### src/rtl/mc_pkg.sv
// rtl/mc_pkg.sv - state encoding, opcode/funct constants and ALU op codes for the multicycle controller
package mc_pkg;

  typedef enum logic [3:0] {
    S_FETCH   = 4'd0,
    S_DECODE  = 4'd1,
    S_MEMADR  = 4'd2,
    S_MEMRD   = 4'd3,
    S_MEMWB   = 4'd4,
    S_MEMWR   = 4'd5,
    S_RTEXE   = 4'd6,
    S_ALUWB   = 4'd7,
    S_BEQ     = 4'd8,
    S_ADDIEXE = 4'd9,
    S_JUMP    = 4'd10,
    S_JAL     = 4'd11,
    S_JR      = 4'd12
  } state_t;

  localparam logic [5:0] OP_RTYPE = 6'b000000;
  localparam logic [5:0] OP_LW    = 6'b100011;
  localparam logic [5:0] OP_SW    = 6'b101011;
  localparam logic [5:0] OP_BEQ   = 6'b000100;
  localparam logic [5:0] OP_ADDI  = 6'b001000;
  localparam logic [5:0] OP_J     = 6'b000010;
  localparam logic [5:0] OP_JAL   = 6'b000011;

  localparam logic [5:0] FN_ADD = 6'b100000;
  localparam logic [5:0] FN_SUB = 6'b100010;
  localparam logic [5:0] FN_AND = 6'b100100;
  localparam logic [5:0] FN_OR  = 6'b100101;
  localparam logic [5:0] FN_SLT = 6'b101010;
  localparam logic [5:0] FN_JR  = 6'b001000;

  // Codes understood by the existing datapath ALU
  localparam logic [4:0] ALU_AND = 5'd0;
  localparam logic [4:0] ALU_OR  = 5'd1;
  localparam logic [4:0] ALU_ADD = 5'd2;
  localparam logic [4:0] ALU_SUB = 5'd6;
  localparam logic [4:0] ALU_SLT = 5'd7;

endpackage

### src/rtl/alu_decoder.sv
// rtl/alu_decoder.sv - combinational R-type funct to ALU operation decode
module alu_decoder
  import mc_pkg::*;
(
  input  logic [5:0] funct,
  output logic [4:0] alu_control,
  output logic       valid
);

  always_comb begin
    alu_control = ALU_ADD;
    valid       = 1'b1;
    case (funct)
      FN_ADD:  alu_control = ALU_ADD;
      FN_SUB:  alu_control = ALU_SUB;
      FN_AND:  alu_control = ALU_AND;
      FN_OR:   alu_control = ALU_OR;
      FN_SLT:  alu_control = ALU_SLT;
      default: valid = 1'b0;
    endcase
  end

endmodule

### src/rtl/multicycle_control.sv
// rtl/multicycle_control.sv - multicycle MIPS-subset control FSM with retired-instruction counter
module multicycle_control
  import mc_pkg::*;
#(
  parameter int RETIRE_W = 32
) (
  input  logic                clock,
  input  logic                resetN,
  input  logic [5:0]          opcode,
  input  logic [5:0]          funct,
  input  logic                zero,
  input  logic                memReady,
  output logic                memRead,
  output logic                memWrite,
  output logic                iOrD,
  output logic                irWrite,
  output logic                pcWrite,
  output logic                pcWriteCond,
  output logic                regWrite,
  output logic [1:0]          regDst,
  output logic [1:0]          memToReg,
  output logic                aluSrcA,
  output logic [1:0]          aluSrcB,
  output logic [4:0]          aluControl,
  output logic [1:0]          pcSrc,
  output logic [3:0]          state,
  output logic                illegalOp,
  output logic [RETIRE_W-1:0] retired
);

  state_t     state_q, state_d;
  logic [4:0] rt_control;
  logic       rt_valid;

  alu_decoder u_alu_decoder (
    .funct       (funct),
    .alu_control (rt_control),
    .valid       (rt_valid)
  );

  always_ff @(posedge clock or negedge resetN) begin
    if (!resetN) begin
      state_q <= S_FETCH;
      retired <= '0;
    end else begin
      state_q <= state_d;
      // An illegal-op exit also lands in FETCH but did not complete an instruction
      if (state_q != S_FETCH && state_d == S_FETCH && !illegalOp)
        retired <= retired + 1'b1;
    end
  end

  always_comb begin
    state_d     = state_q;
    memRead     = 1'b0;
    memWrite    = 1'b0;
    iOrD        = 1'b0;
    irWrite     = 1'b0;
    pcWrite     = 1'b0;
    pcWriteCond = 1'b0;
    regWrite    = 1'b0;
    regDst      = 2'd0;
    memToReg    = 2'd0;
    aluSrcA     = 1'b0;
    aluSrcB     = 2'd0;
    aluControl  = ALU_ADD;
    pcSrc       = 2'd0;
    illegalOp   = 1'b0;
    case (state_q)
      S_FETCH: begin
        memRead = 1'b1;
        aluSrcB = 2'd1;
        if (memReady) begin
          irWrite = 1'b1;
          pcWrite = 1'b1;
          state_d = S_DECODE;
        end
      end
      S_DECODE: begin
        aluSrcB = 2'd3;
        case (opcode)
          OP_LW, OP_SW: state_d = S_MEMADR;
          OP_RTYPE:     state_d = (funct == FN_JR) ? S_JR : S_RTEXE;
          OP_BEQ:       state_d = S_BEQ;
          OP_ADDI:      state_d = S_ADDIEXE;
          OP_J:         state_d = S_JUMP;
          OP_JAL:       state_d = S_JAL;
          default: begin
            illegalOp = 1'b1;
            state_d   = S_FETCH;
          end
        endcase
      end
      S_MEMADR: begin
        aluSrcA = 1'b1;
        aluSrcB = 2'd2;
        state_d = (opcode == OP_LW) ? S_MEMRD : S_MEMWR;
      end
      S_MEMRD: begin
        memRead = 1'b1;
        iOrD    = 1'b1;
        if (memReady) state_d = S_MEMWB;
      end
      S_MEMWB: begin
        regWrite = 1'b1;
        memToReg = 2'd1;
        state_d  = S_FETCH;
      end
      S_MEMWR: begin
        memWrite = 1'b1;
        iOrD     = 1'b1;
        if (memReady) state_d = S_FETCH;
      end
      S_RTEXE: begin
        aluSrcA    = 1'b1;
        aluControl = rt_control;
        if (rt_valid) begin
          state_d = S_ALUWB;
        end else begin
          illegalOp = 1'b1;
          state_d   = S_FETCH;
        end
      end
      S_ALUWB: begin
        // Shared by R-type (rd) and addi (rt)
        regWrite = 1'b1;
        regDst   = (opcode == OP_RTYPE) ? 2'd1 : 2'd0;
        state_d  = S_FETCH;
      end
      S_BEQ: begin
        aluSrcA     = 1'b1;
        aluControl  = ALU_SUB;
        pcWriteCond = 1'b1;
        pcSrc       = 2'd1;
        state_d     = S_FETCH;
      end
      S_ADDIEXE: begin
        aluSrcA = 1'b1;
        aluSrcB = 2'd2;
        state_d = S_ALUWB;
      end
      S_JUMP: begin
        pcWrite = 1'b1;
        pcSrc   = 2'd2;
        state_d = S_FETCH;
      end
      S_JAL: begin
        pcWrite  = 1'b1;
        pcSrc    = 2'd2;
        regWrite = 1'b1;
        regDst   = 2'd2;
        memToReg = 2'd2;
        state_d  = S_FETCH;
      end
      S_JR: begin
        pcWrite = 1'b1;
        pcSrc   = 2'd3;
        state_d = S_FETCH;
      end
      default: state_d = S_FETCH;
    endcase
  end

  assign state = state_q;

endmodule

### config.mk
export PLATFORM = sky130hd
export DESIGN_NAME = multicycle_control
export DESIGN_NICKNAME = d
export VERILOG_FILES = /design/src/rtl/mc_pkg.sv /design/src/rtl/alu_decoder.sv /design/src/rtl/multicycle_control.sv
export SDC_FILE = /design/constraint.sdc
export NUM_CORES = 1
export LEC_CHECK = 0
export BUFFER_PORTS_ARGS = -buffer_cell sky130_fd_sc_hd__buf_4
export CORE_MARGIN = 3
export CORE_UTILIZATION = 51
export DETAILED_ROUTE_END_ITERATION = 6
export GPL_TIMING_DRIVEN = 0
export HOLD_SLACK_MARGIN = 0.15
export PLACE_DENSITY_LB_ADDON = 0.3
export SLEW_MARGIN = 20
export SYNTH_ARGS = -nofsm -noshare
export SYNTH_HDL_FRONTEND = slang
export SYNTH_SLANG_ARGS = --single-unit
### constraint.sdc
create_clock -name clock -period 2.9 [get_ports clock]
set_clock_uncertainty 0.15 [all_clocks]
set_input_delay 0 -clock clock [delete_from_list [all_inputs] [get_ports clock]]
set_output_delay 0 -clock clock [all_outputs]
set_load 0.01 [all_outputs]
; ---- After elaboration in Yosys (flattened, before gate mapping)
; Index checks and enable logic that the tools add are counted.
[totals]
ff_bits = 36
inputBits = 16
out_inout_bits = 58
wordCells = 72
[classes]
n_addsub = 1
eq_ne = 24
n_mux = 28
reduce_logical = 17
[ops]
columns = operator, count
row1 = $eq 6x6->1 const B, 7
row2 = $add 32x1->32 const B, 1
row3 = $pmux 4 s7, 1
row4 = $pmux 4 s6, 1
row5 = $eq 4x4->1 const B, 5
row6 = $eq 4x3->1 const B, 4
row7 = $mux 4, 4
row8 = $eq 6x2->1 const B, 2
row9 = $eq 6x4->1 const B, 2
row10 = $mux 1, 12
row11 = $pmux 2 s3, 2
row12 = $pmux 3 s4, 1
row13 = $pmux 5 s2, 1
row14 = $reduce_or 2->1, 5
row15 = $eq 4x2->1 const B, 2
row16 = $logic_not 4->1, 2
row17 = $pmux 2 s2, 2
row18 = $reduce_or 7->1, 1
row19 = $eq 6x3->1 const B, 1
row20 = $logic_not 6->1, 1
row21 = $mux 3, 2
row22 = $reduce_or 3->1, 2
row23 = $reduce_or 5->1, 1
row24 = $eq 4x1->1 const B, 1
row25 = other kinds (5), 7

; ---- Logic depth before layout (Yosys ltp)
; Gate-level depths: netlist (run 1).
[depth]
word_depth = 8
mapped_depth = 9

; ---- By module
; From an unflattened synthesis (run 1), not the netlist that was laid out.
[hier_totals]
cells_unflattened = 261
hier_area_um2 = 2382.3
[modules_own_cells]
columns = module, n_inst, cells_each, area_each_um2, seq_area_each_um2
row1 = multicycle_control, 1, 249, 2277.2, 900.9
row2 = alu_decoder, 1, 12, 105.1, 0.0

; ---- Least setup slack after synthesis (run 1)
; Ideal clock, no wire load.
[synth_path]
path_kind = register to register
start = register state_q[0], in the netlist state[0]
end = register retired[5]
arrival_time_ps = 2028
t_required_ps = 2623
setup_slack_ps = 594
path_stages_with_launch = 10
path_buffers = 2
period_less_slack_ps = 2306
cell_sequence = dfrtp_1 buf_2 nor2b_1 a41oi_1 o221ai_1 a31o_1 nor4_4 buf_6 nand4_1 xnor2_1
[synth_between]
elab_chain_len = 5
word_cells_on_any_way = 17
cone_classes = eq/ne: 6 / mux: 5 / reduce/logical: 6
[synth_rtl]
columns = item, line
row1 = from (decl), multicycle_control.sv:31  ; state_t state_q, state_d;
row2 = from (signal assigned), multicycle_control.sv:46  ; state_q <= state_d;
row3 = "$eq 4x4->1, or another cell as far along", multicycle_control.sv:69  ; case (state_q)
row4 = $pmux 4 s7 (*), multicycle_control.sv:69
row5 = net state_d[1], multicycle_control.sv:31
row6 = $logic_not 4->1 (*), multicycle_control.sv:48  ; if (state_q != S_FETCH && state_d == S_FETCH && !illegalOp)
row7 = $logic_and 1x1->1 (*) (2 in a row), multicycle_control.sv:48
row8 = to (signal assigned), multicycle_control.sv:49  ; retired <= retired + 1'b1;
row9 = to (decl), multicycle_control.sv:28  ; output logic [RETIRE_W-1:0] retired
; Mark *: on every way through the listed nets, which the timed path passes. The rest lies on a longest branch.
; A chain may end at the register's enable or synchronous reset.

; ---- Worst setup path after layout (run 1)
[layout_path]
start = register state_q[2], in the netlist state[2]
end = register state_q[0], in the netlist state[0]
[layout_between]
elab_chain_len = 2
word_cells_on_any_way = 8
cone_classes = eq/ne: 6 / mux: 1 / reduce/logical: 1
[layout_rtl]
columns = item, line
row1 = "$eq 4x4->1, or another cell as far along", multicycle_control.sv:69
row2 = $pmux 4 s7 (*), multicycle_control.sv:69
row3 = net state_d[0], multicycle_control.sv:31
; Marks and branches as above.

==> run_summary.xml, run 1 <==
<?xml version="1.0" encoding="UTF-8"?>
<metrics>
  <group name="clock_tree">
    <metric name="cts_tree" unit="">yes</metric>
    <metric name="clkTransAtPathRegs" unit="ns">0.07</metric>
    <metric name="clock_path_buffers" unit="">2</metric>
    <metric name="postCtsSetupRepairBufs" unit="">0</metric>
    <metric name="clk_root_buffer_cell" unit="">sky130_fd_sc_hd__clkbuf_8</metric>
    <metric name="cts.sink_count" unit="">36</metric>
    <metric name="numCtsBuffers" unit="">5</metric>
    <metric name="clk-insertion-delay-late" unit="ns">0.29</metric>
    <metric name="htree_levels" unit="">2</metric>
  </group>
  <group name="yosys">
    <metric name="synth-xor-area-share" unit="">0.129</metric>
    <metric name="yosys_most_used_dff" unit="">sky130_fd_sc_hd__dfrtp_1</metric>
    <metric name="synth_sequential_area_ratio" unit="">0.401</metric>
    <metric name="ys_types" unit="">48</metric>
    <metric name="synth_cells" unit="">250</metric>
    <metric name="synth_area_per_cell" unit="sq um">8.98</metric>
    <metric name="synth_top_family_by_area" unit="">simple AND/OR/NAND/NOR gates</metric>
    <metric name="synth-compound-area-share" unit="">0.0947</metric>
    <metric name="share_of_flip_flops_with_an_asynchronous_set_or_reset" unit="">1.00</metric>
    <metric name="synth.mux.area_fraction" unit="">0.00501</metric>
    <metric name="post_synth_fa_ha_maj_area_fraction" unit="">0.00557</metric>
    <metric name="mappedNetlistArea" unit="sq um">2250</metric>
    <metric name="number_of_enable_flip_flop_cells_after_synthesis" unit="">0</metric>
    <metric name="ys_seq_elements" unit="">36</metric>
    <metric name="synth_simple_gate_area_share" unit="">0.330</metric>
    <metric name="yosys_warnings" unit="">0</metric>
  </group>
  <group name="sta">
    <metric name="timing.final.setup_violations" unit="">0</metric>
    <metric name="final_period_minus_worst_setup_slack" unit="ns">2.64</metric>
    <metric name="period_share" unit="">0.912</metric>
    <metric name="fin_setup_tns" unit="ns">0</metric>
    <metric name="post-route-worst-setup-slack" unit="ns">0.256</metric>
    <metric name="finalHoldWorstSlack" unit="ns">0.183</metric>
    <metric name="final_hold_viol_count" unit="">0</metric>
    <metric name="grt_setup_unrepaired" unit="">false</metric>
    <metric name="report.final.slew_viol_count" unit="">0</metric>
    <metric name="clock.fmax" unit="GHz">0.378</metric>
  </group>
  <group name="power_and_ir_drop">
    <metric name="design_power_total" unit="uW">1380</metric>
    <metric name="power.leakage" unit="uW">0.00141</metric>
    <metric name="power.density_cell_area" unit="nW/um^2">447</metric>
    <metric name="vdd.ir_drop.worst" unit="mV">0.552</metric>
  </group>
  <group name="global_route">
    <metric name="grt_max_degree" unit="">37</metric>
    <metric name="grt_usage" unit="">0.239</metric>
    <metric name="first_pass_grt_wire_length" unit="um">9880</metric>
    <metric name="global_route.overflow_total" unit="">0</metric>
    <metric name="grt_antenna_before_repair" unit="">0</metric>
    <metric name="via_count_of_the_first_global_routing_pass" unit="">2044</metric>
  </group>
  <group name="die">
    <metric name="pin_count" unit="">74</metric>
    <metric name="core" unit="sq um">4120</metric>
    <metric name="chipWidth" unit="um">72.4</metric>
    <metric name="die-height" unit="um">72.4</metric>
    <metric name="die-area" unit="sq um">5240</metric>
    <metric name="start_util" unit="">0.546</metric>
    <metric name="rows" unit="">23</metric>
  </group>
  <group name="hold_path">
    <metric name="holdCritPathClass" unit="">input port to output port</metric>
    <metric name="holdPathStages" unit="">4</metric>
  </group>
  <group name="final_layout">
    <metric name="final_design_area_no_fill" unit="sq um">3090</metric>
    <metric name="most_common_cell_after_layout_fill_and_taps_aside" unit="">sky130_fd_sc_hd__buf_4</metric>
    <metric name="n_fill_cell" unit="">311</metric>
    <metric name="area.growth.synth_to_final" unit="%">37.4</metric>
    <metric name="final_cell_mix" unit="">sky130_fd_sc_hd__buf_4 (73), sky130_fd_sc_hd__dfrtp_1 (36), sky130_fd_sc_hd__xnor2_1 (31)</metric>
    <metric name="final_layout_size_suffix_gt1_frac" unit="">0.281</metric>
    <metric name="diodes" unit="">0</metric>
    <metric name="nNetsFinal" unit="">358</metric>
  </group>
  <group name="worst_setup_path">
    <metric name="worst-r2r-cell-count" unit="">7</metric>
    <metric name="critical_path_arrival" unit="ns">2.72</metric>
    <metric name="cp_data_required_time" unit="ns">2.97</metric>
    <metric name="critical_path.max_fanout" unit="">10</metric>
    <metric name="critPathKind" unit="">flop to flop</metric>
    <metric name="worstSetupStartpointType" unit="">flop</metric>
    <metric name="crit_path_end_kind" unit="">flop</metric>
  </group>
  <group name="routing">
    <metric name="vias_per_cell" unit="">5.53</metric>
    <metric name="post_drt_wl_per_cell" unit="um">15.3</metric>
    <metric name="final_antenna_net_count" unit="">0</metric>
    <metric name="drt-initial-drc-count" unit="">213</metric>
    <metric name="drt_drc_violations_left" unit="">0</metric>
    <metric name="firstDrtPassIters" unit="">4</metric>
    <metric name="routed_wirelength" unit="um">6010</metric>
    <metric name="route.vias.total" unit="">2169</metric>
  </group>
  <group name="status">
    <metric name="status" unit="">completed</metric>
  </group>
  <group name="job">
    <metric name="max_cap_violations" unit="">0</metric>
  </group>
  <group name="placed_design">
    <metric name="post-place-ws" unit="ns">0.374</metric>
    <metric name="detailedPlacementHpwl" unit="um">4240</metric>
    <metric name="buffer_ports.inserted" unit="">70</metric>
    <metric name="gpl.final_weighted_congestion" unit="">0.831</metric>
    <metric name="dpl-instance-area" unit="sq um">2840</metric>
  </group>
</metrics>
[routing by layer]
metal | wire length (um) | vias up | track usage
met5 | 0 | - | 0
met4 | 36 | 0 | 0.0459
met3 | 377 | 5 | 0.0554
met2 | 2850 | 81 | 0.378
met1 | 2760 | 1020 | 0.336
li1 | - | 1063 | -
[Yosys cell counts, drive strengths merged (6+ instances only)]
library cell / count / share of area
dfrtp: 36 / 0.40
xnor2: 31 / 0.12
nor2: 25 / 0.042
nand2: 24 / 0.040
nand3: 18 / 0.040
nand4: 16 / 0.045
and3: 13 / 0.036
nand2b: 12 / 0.035
nor2b: 10 / 0.028
buf: 8 / 0.027
a21oi: 6 / 0.013
[logic make-up (layout without fill, tap and decap cells)]
group           after synthesis  count (layout)
simple gates                137             137
flops                        36              36
xor+xnor                     33              33
compound gates               29              29
buf+inv                      12             103
fa+ha+maj                     1               1
other cells                   1               2
mux                           1               1
[what timing repair did]
action | in CTS | in global routing
gates resized for setup | 0 | 0
hold endpoints to repair | 40 | 0
setup endpoints to repair | 0 | 15
hold buffers | 14 | 0
[per-stage QoR]
| stage | cells | util |
|---|---|---|
| after floorplan | 251 | - |
| after global placement | 371 | 0.690 |
| after detailed placement | 371 | 0.690 |
| after CTS | 393 | 0.752 |
| after global routing | 392 | 0.750 |
| final | 392 | 0.750 |
[sequential cells by signal (all words and copies together) (netlist names)]
register	count
retired	32
state	4
[worst paths after layout]
path / start / end / slack, ns
worst max-delay path: state[2] / state[0] / 0.26
worst min-delay path: funct[3] / aluControl[1] / 0.18
worst max register to register: state[2] / state[0] / 0.26
worst min register to register: retired[31] / retired[31] / 0.34
max in group asynchronous: resetN / retired[4] / 1.82
min in group asynchronous: resetN / retired[28] / 0.58
[cell type report]
class | instances | area [sq um] | area share
repair buffers | 83 | 666 | 0.216
inverters | 3 | 11.3 | 0.00365
well taps | 50 | 62.6 | 0.0203
plain buffers | 9 | 63.8 | 0.0207
flip-flops and latches | 36 | 901 | 0.292
clock buffers | 6 | 72.6 | 0.0235
multi-input cells | 203 | 1270 | 0.413
clock inverters | 2 | 35.0 | 0.0114
[report_power, final]
group / total [uW] / internal (uW) / switching [uW]
clock: 423 / 255 / 168
combinational: 357 / 178 / 179
sequential: 600 / 543 / 56.9
[worst max-delay path: stages (launching register included)]
cell,delay (ns)
sky130_fd_sc_hd__dfrtp_1,0.41
sky130_fd_sc_hd__buf_2,0.20
sky130_fd_sc_hd__or2_2,0.34
sky130_fd_sc_hd__nor2_1,0.17
sky130_fd_sc_hd__nand4_1,0.10
sky130_fd_sc_hd__dlygate4sd3_1,0.60
sky130_fd_sc_hd__nand3_1,0.08
sky130_fd_sc_hd__dlygate4sd3_1,0.54
No activity file was read; power rests on OpenSTA's default activity.
==> inputs of run 2 (changes only) <==
--- a/config.mk
+++ b/config.mk
@@ -7,11 +7,11 @@
 export LEC_CHECK = 0
 export BUFFER_PORTS_ARGS = -buffer_cell sky130_fd_sc_hd__buf_4
 export CORE_MARGIN = 3
-export CORE_UTILIZATION = 51
+export CORE_UTILIZATION = 30
 export DETAILED_ROUTE_END_ITERATION = 6
 export GPL_TIMING_DRIVEN = 0
 export HOLD_SLACK_MARGIN = 0.15
-export PLACE_DENSITY_LB_ADDON = 0.3
+export PLACE_DENSITY = 0.55
 export SLEW_MARGIN = 20
 export SYNTH_ARGS = -nofsm -noshare
 export SYNTH_HDL_FRONTEND = slang
==> run 2 against run 1 <==
Compared with the run above:
- first-iteration DRC count decreased by 59%
- worst hold slack about the same
- die area increased by 64%
- clock-buffer cell count increased by 2
- non-clock buffer count decreased by 3
- sequential power about the same
- sequential cell count unchanged
- sequential share of layout area decreased by 0.094 points
- fmax increased by 1.9%
- final cell count increased by 11%
- via count increased by 0.14%
==> run_summary.xml, run 2 (same netlist as run 1, synthesis figures left out) <==
<?xml version="1.0" encoding="UTF-8"?>
<metrics>
  <group name="hold_path">
    <metric name="holdCritPathClass" unit="">input port to output port</metric>
  </group>
  <group name="power_and_ir_drop">
    <metric name="comb_power_share" unit="">0.268</metric>
    <metric name="power_switching" unit="uW">408</metric>
    <metric name="clock_network_fraction_of_design_power" unit="">0.276</metric>
    <metric name="vdd.ir_drop.worst" unit="mV">0.331</metric>
    <metric name="power.density_cell_area" unit="nW/um^2">426</metric>
    <metric name="power.leakage" unit="uW">0.00139</metric>
    <metric name="internal_power" unit="uW">911</metric>
    <metric name="seqPwrFrac" unit="">0.456</metric>
    <metric name="sw_frac_of_total" unit="">0.309</metric>
    <metric name="design_power_total" unit="uW">1320</metric>
  </group>
  <group name="worst_setup_path">
    <metric name="critPathKind" unit="">flop to flop</metric>
    <metric name="critical_path.max_fanout" unit="">10</metric>
    <metric name="cp_data_required_time" unit="ns">2.92</metric>
    <metric name="crit_path_end_kind" unit="">flop</metric>
    <metric name="critical_path_arrival" unit="ns">2.62</metric>
    <metric name="worstSetupStartpointType" unit="">flop</metric>
  </group>
  <group name="sta">
    <metric name="report.final.slew_viol_count" unit="">0</metric>
    <metric name="grt_setup_unrepaired" unit="">false</metric>
    <metric name="period_share" unit="">0.895</metric>
    <metric name="final_period_minus_worst_setup_slack" unit="ns">2.59</metric>
    <metric name="timing.final.setup_violations" unit="">0</metric>
    <metric name="fin_setup_tns" unit="ns">0</metric>
    <metric name="clock.fmax" unit="GHz">0.385</metric>
    <metric name="final_hold_viol_count" unit="">0</metric>
  </group>
  <group name="clock_tree">
    <metric name="htree_levels" unit="">2</metric>
    <metric name="cts_resized" unit="">0</metric>
    <metric name="clk-insertion-delay-late" unit="ns">0.28</metric>
    <metric name="cts_tree" unit="">yes</metric>
    <metric name="cts.sink_count" unit="">36</metric>
    <metric name="clkTransAtPathRegs" unit="ns">0.07</metric>
    <metric name="postCtsSetupRepairBufs" unit="">0</metric>
    <metric name="clk_root_buffer_cell" unit="">sky130_fd_sc_hd__clkbuf_8</metric>
    <metric name="clock_path_buffers" unit="">2</metric>
    <metric name="numCtsBuffers" unit="">5</metric>
  </group>
  <group name="placed_design">
    <metric name="buffer_ports.inserted" unit="">70</metric>
    <metric name="gpl.final_weighted_congestion" unit="">0.890</metric>
    <metric name="detailedPlacementHpwl" unit="um">4460</metric>
    <metric name="dpl-instance-area" unit="sq um">2900</metric>
    <metric name="placed_cells_incl_taps" unit="">417</metric>
  </group>
  <group name="global_route">
    <metric name="global_route.overflow_total" unit="">0</metric>
    <metric name="via_count_of_the_first_global_routing_pass" unit="">2063</metric>
    <metric name="first_pass_grt_wire_length" unit="um">10300</metric>
    <metric name="grt_usage" unit="">0.146</metric>
    <metric name="grt_antenna_before_repair" unit="">0</metric>
    <metric name="grt_max_degree" unit="">37</metric>
  </group>
  <group name="final_layout">
    <metric name="most_common_cell_after_layout_fill_and_taps_aside" unit="">sky130_fd_sc_hd__buf_4</metric>
    <metric name="nNetsFinal" unit="">355</metric>
    <metric name="final_cell_mix" unit="">sky130_fd_sc_hd__buf_4 (73), sky130_fd_sc_hd__dfrtp_1 (36), sky130_fd_sc_hd__xnor2_1 (31)</metric>
    <metric name="n_fill_cell" unit="">676</metric>
    <metric name="final_layout_size_suffix_gt1_frac" unit="">0.280</metric>
    <metric name="top_register" unit="">retired</metric>
    <metric name="area.growth.synth_to_final" unit="%">37.8</metric>
    <metric name="finish.cell_count_without_fillers" unit="">435</metric>
    <metric name="final_design_area_no_fill" unit="sq um">3100</metric>
    <metric name="diodes" unit="">0</metric>
    <metric name="max_ffs_per_register" unit="">32</metric>
    <metric name="layout.core_utilization" unit="">0.441</metric>
  </group>
  <group name="routing">
    <metric name="drt-initial-drc-count" unit="">87</metric>
    <metric name="vias_per_cell" unit="">4.99</metric>
    <metric name="routed_wirelength" unit="um">6040</metric>
    <metric name="drt_drc_violations_left" unit="">0</metric>
    <metric name="route.vias.total" unit="">2172</metric>
    <metric name="post_drt_wl_per_cell" unit="um">13.9</metric>
    <metric name="final_antenna_net_count" unit="">0</metric>
    <metric name="firstDrtPassIters" unit="">4</metric>
  </group>
  <group name="die">
    <metric name="chipWidth" unit="um">92.5</metric>
    <metric name="rows" unit="">30</metric>
    <metric name="start_util" unit="">0.320</metric>
    <metric name="pin_count" unit="">74</metric>
    <metric name="die-height" unit="um">92.5</metric>
    <metric name="core" unit="sq um">7020</metric>
    <metric name="die-area" unit="sq um">8560</metric>
  </group>
  <group name="status">
    <metric name="status" unit="">completed</metric>
  </group>
  <group name="job">
    <metric name="max_cap_violations" unit="">0</metric>
  </group>
</metrics>
-- run 2: cell types whose count changed in the layout (fill, tap and decap cells not counted) --
cell,before,now
sky130_fd_sc_hd__clkbuf_8,5,6
sky130_fd_sc_hd__bufinv_16,1,0
sky130_fd_sc_hd__clkinv_2,1,0
sky130_fd_sc_hd__dlygate4sd3_1,12,9
sky130_fd_sc_hd__clkbuf_1,2,3
-- run 2: worst max-delay path: stages (launching register included) --
cell and delay [ns]:
sky130_fd_sc_hd__dfrtp_1 0.49, sky130_fd_sc_hd__nand2b_2 0.26, sky130_fd_sc_hd__nand2b_1 0.20, sky130_fd_sc_hd__o221ai_1 0.13, sky130_fd_sc_hd__a31o_1 0.24, sky130_fd_sc_hd__nor4_4 0.49
sky130_fd_sc_hd__buf_6 0.22, sky130_fd_sc_hd__nand4_1 0.14, sky130_fd_sc_hd__xnor2_1 0.16
-- run 2: timing repair --
| item | CTS | global route |
|---|---|---|
| hold buffers | 11 | 0 |
| hold endpoints to repair | 40 | 0 |
| setup endpoints to repair | 0 | 29 |
-- run 2: power by group through the flow --
stage	Clock (uW)	Sequential [uW]	Combinational (uW)
2_1_floorplan	0	617	169
3_3_place_gp	0	610	340
3_5_place_dp	0	611	343
4_1_cts	375	602	356
5_1_grt	398	610	385
6_report	364	601	354
-- run 2: final cells by class --
cell class | instances | area [sq um] | share of cell area
multi-input combinational | 203 | 1270 | 0.411
sequential | 36 | 901 | 0.291
inverter | 3 | 11.3 | 0.00364
buffer | 9 | 63.8 | 0.0206
clock buffer | 8 | 90.1 | 0.0291
timing repair buffer | 80 | 636 | 0.205
tap | 96 | 120 | 0.0388
-- run 2: per-layer routing --
| layer | track usage | wire, um |
|---|---|---|
| met5 | 0 | 0 |
| met1 | 0.212 | 2980 |
| met3 | 0.0301 | 340 |
| met2 | 0.216 | 2630 |
| met4 | 0.0446 | 87 |
-- run 2: stage by stage --
stage               worst slack [ns]  hold WS [ns]
global placement               0.316        -0.157
global route                   0.138         0.222
floorplan                      0.594        -0.446
detailed placement             0.317        -0.167
finish                         0.305         0.183
CTS                           0.0400         0.184
-- run 2: path summary, 6_finish.rpt --
| kind | start | slack, ns | cells after the start | end |
|---|---|---|---|---|
| min in group asynchronous | resetN | 0.57 | 4 | retired[16] |
| worst max register to register | state[3] | 0.31 | 8 | retired[19] |
| worst max-delay path | state[3] | 0.31 | 8 | retired[19] |
| max in group asynchronous | resetN | 1.83 | 4 | retired[1] |
| worst min register to register | retired[31] | 0.33 | 1 | retired[31] |
| worst min-delay path | funct[3] | 0.18 | 4 | aluControl[1] |
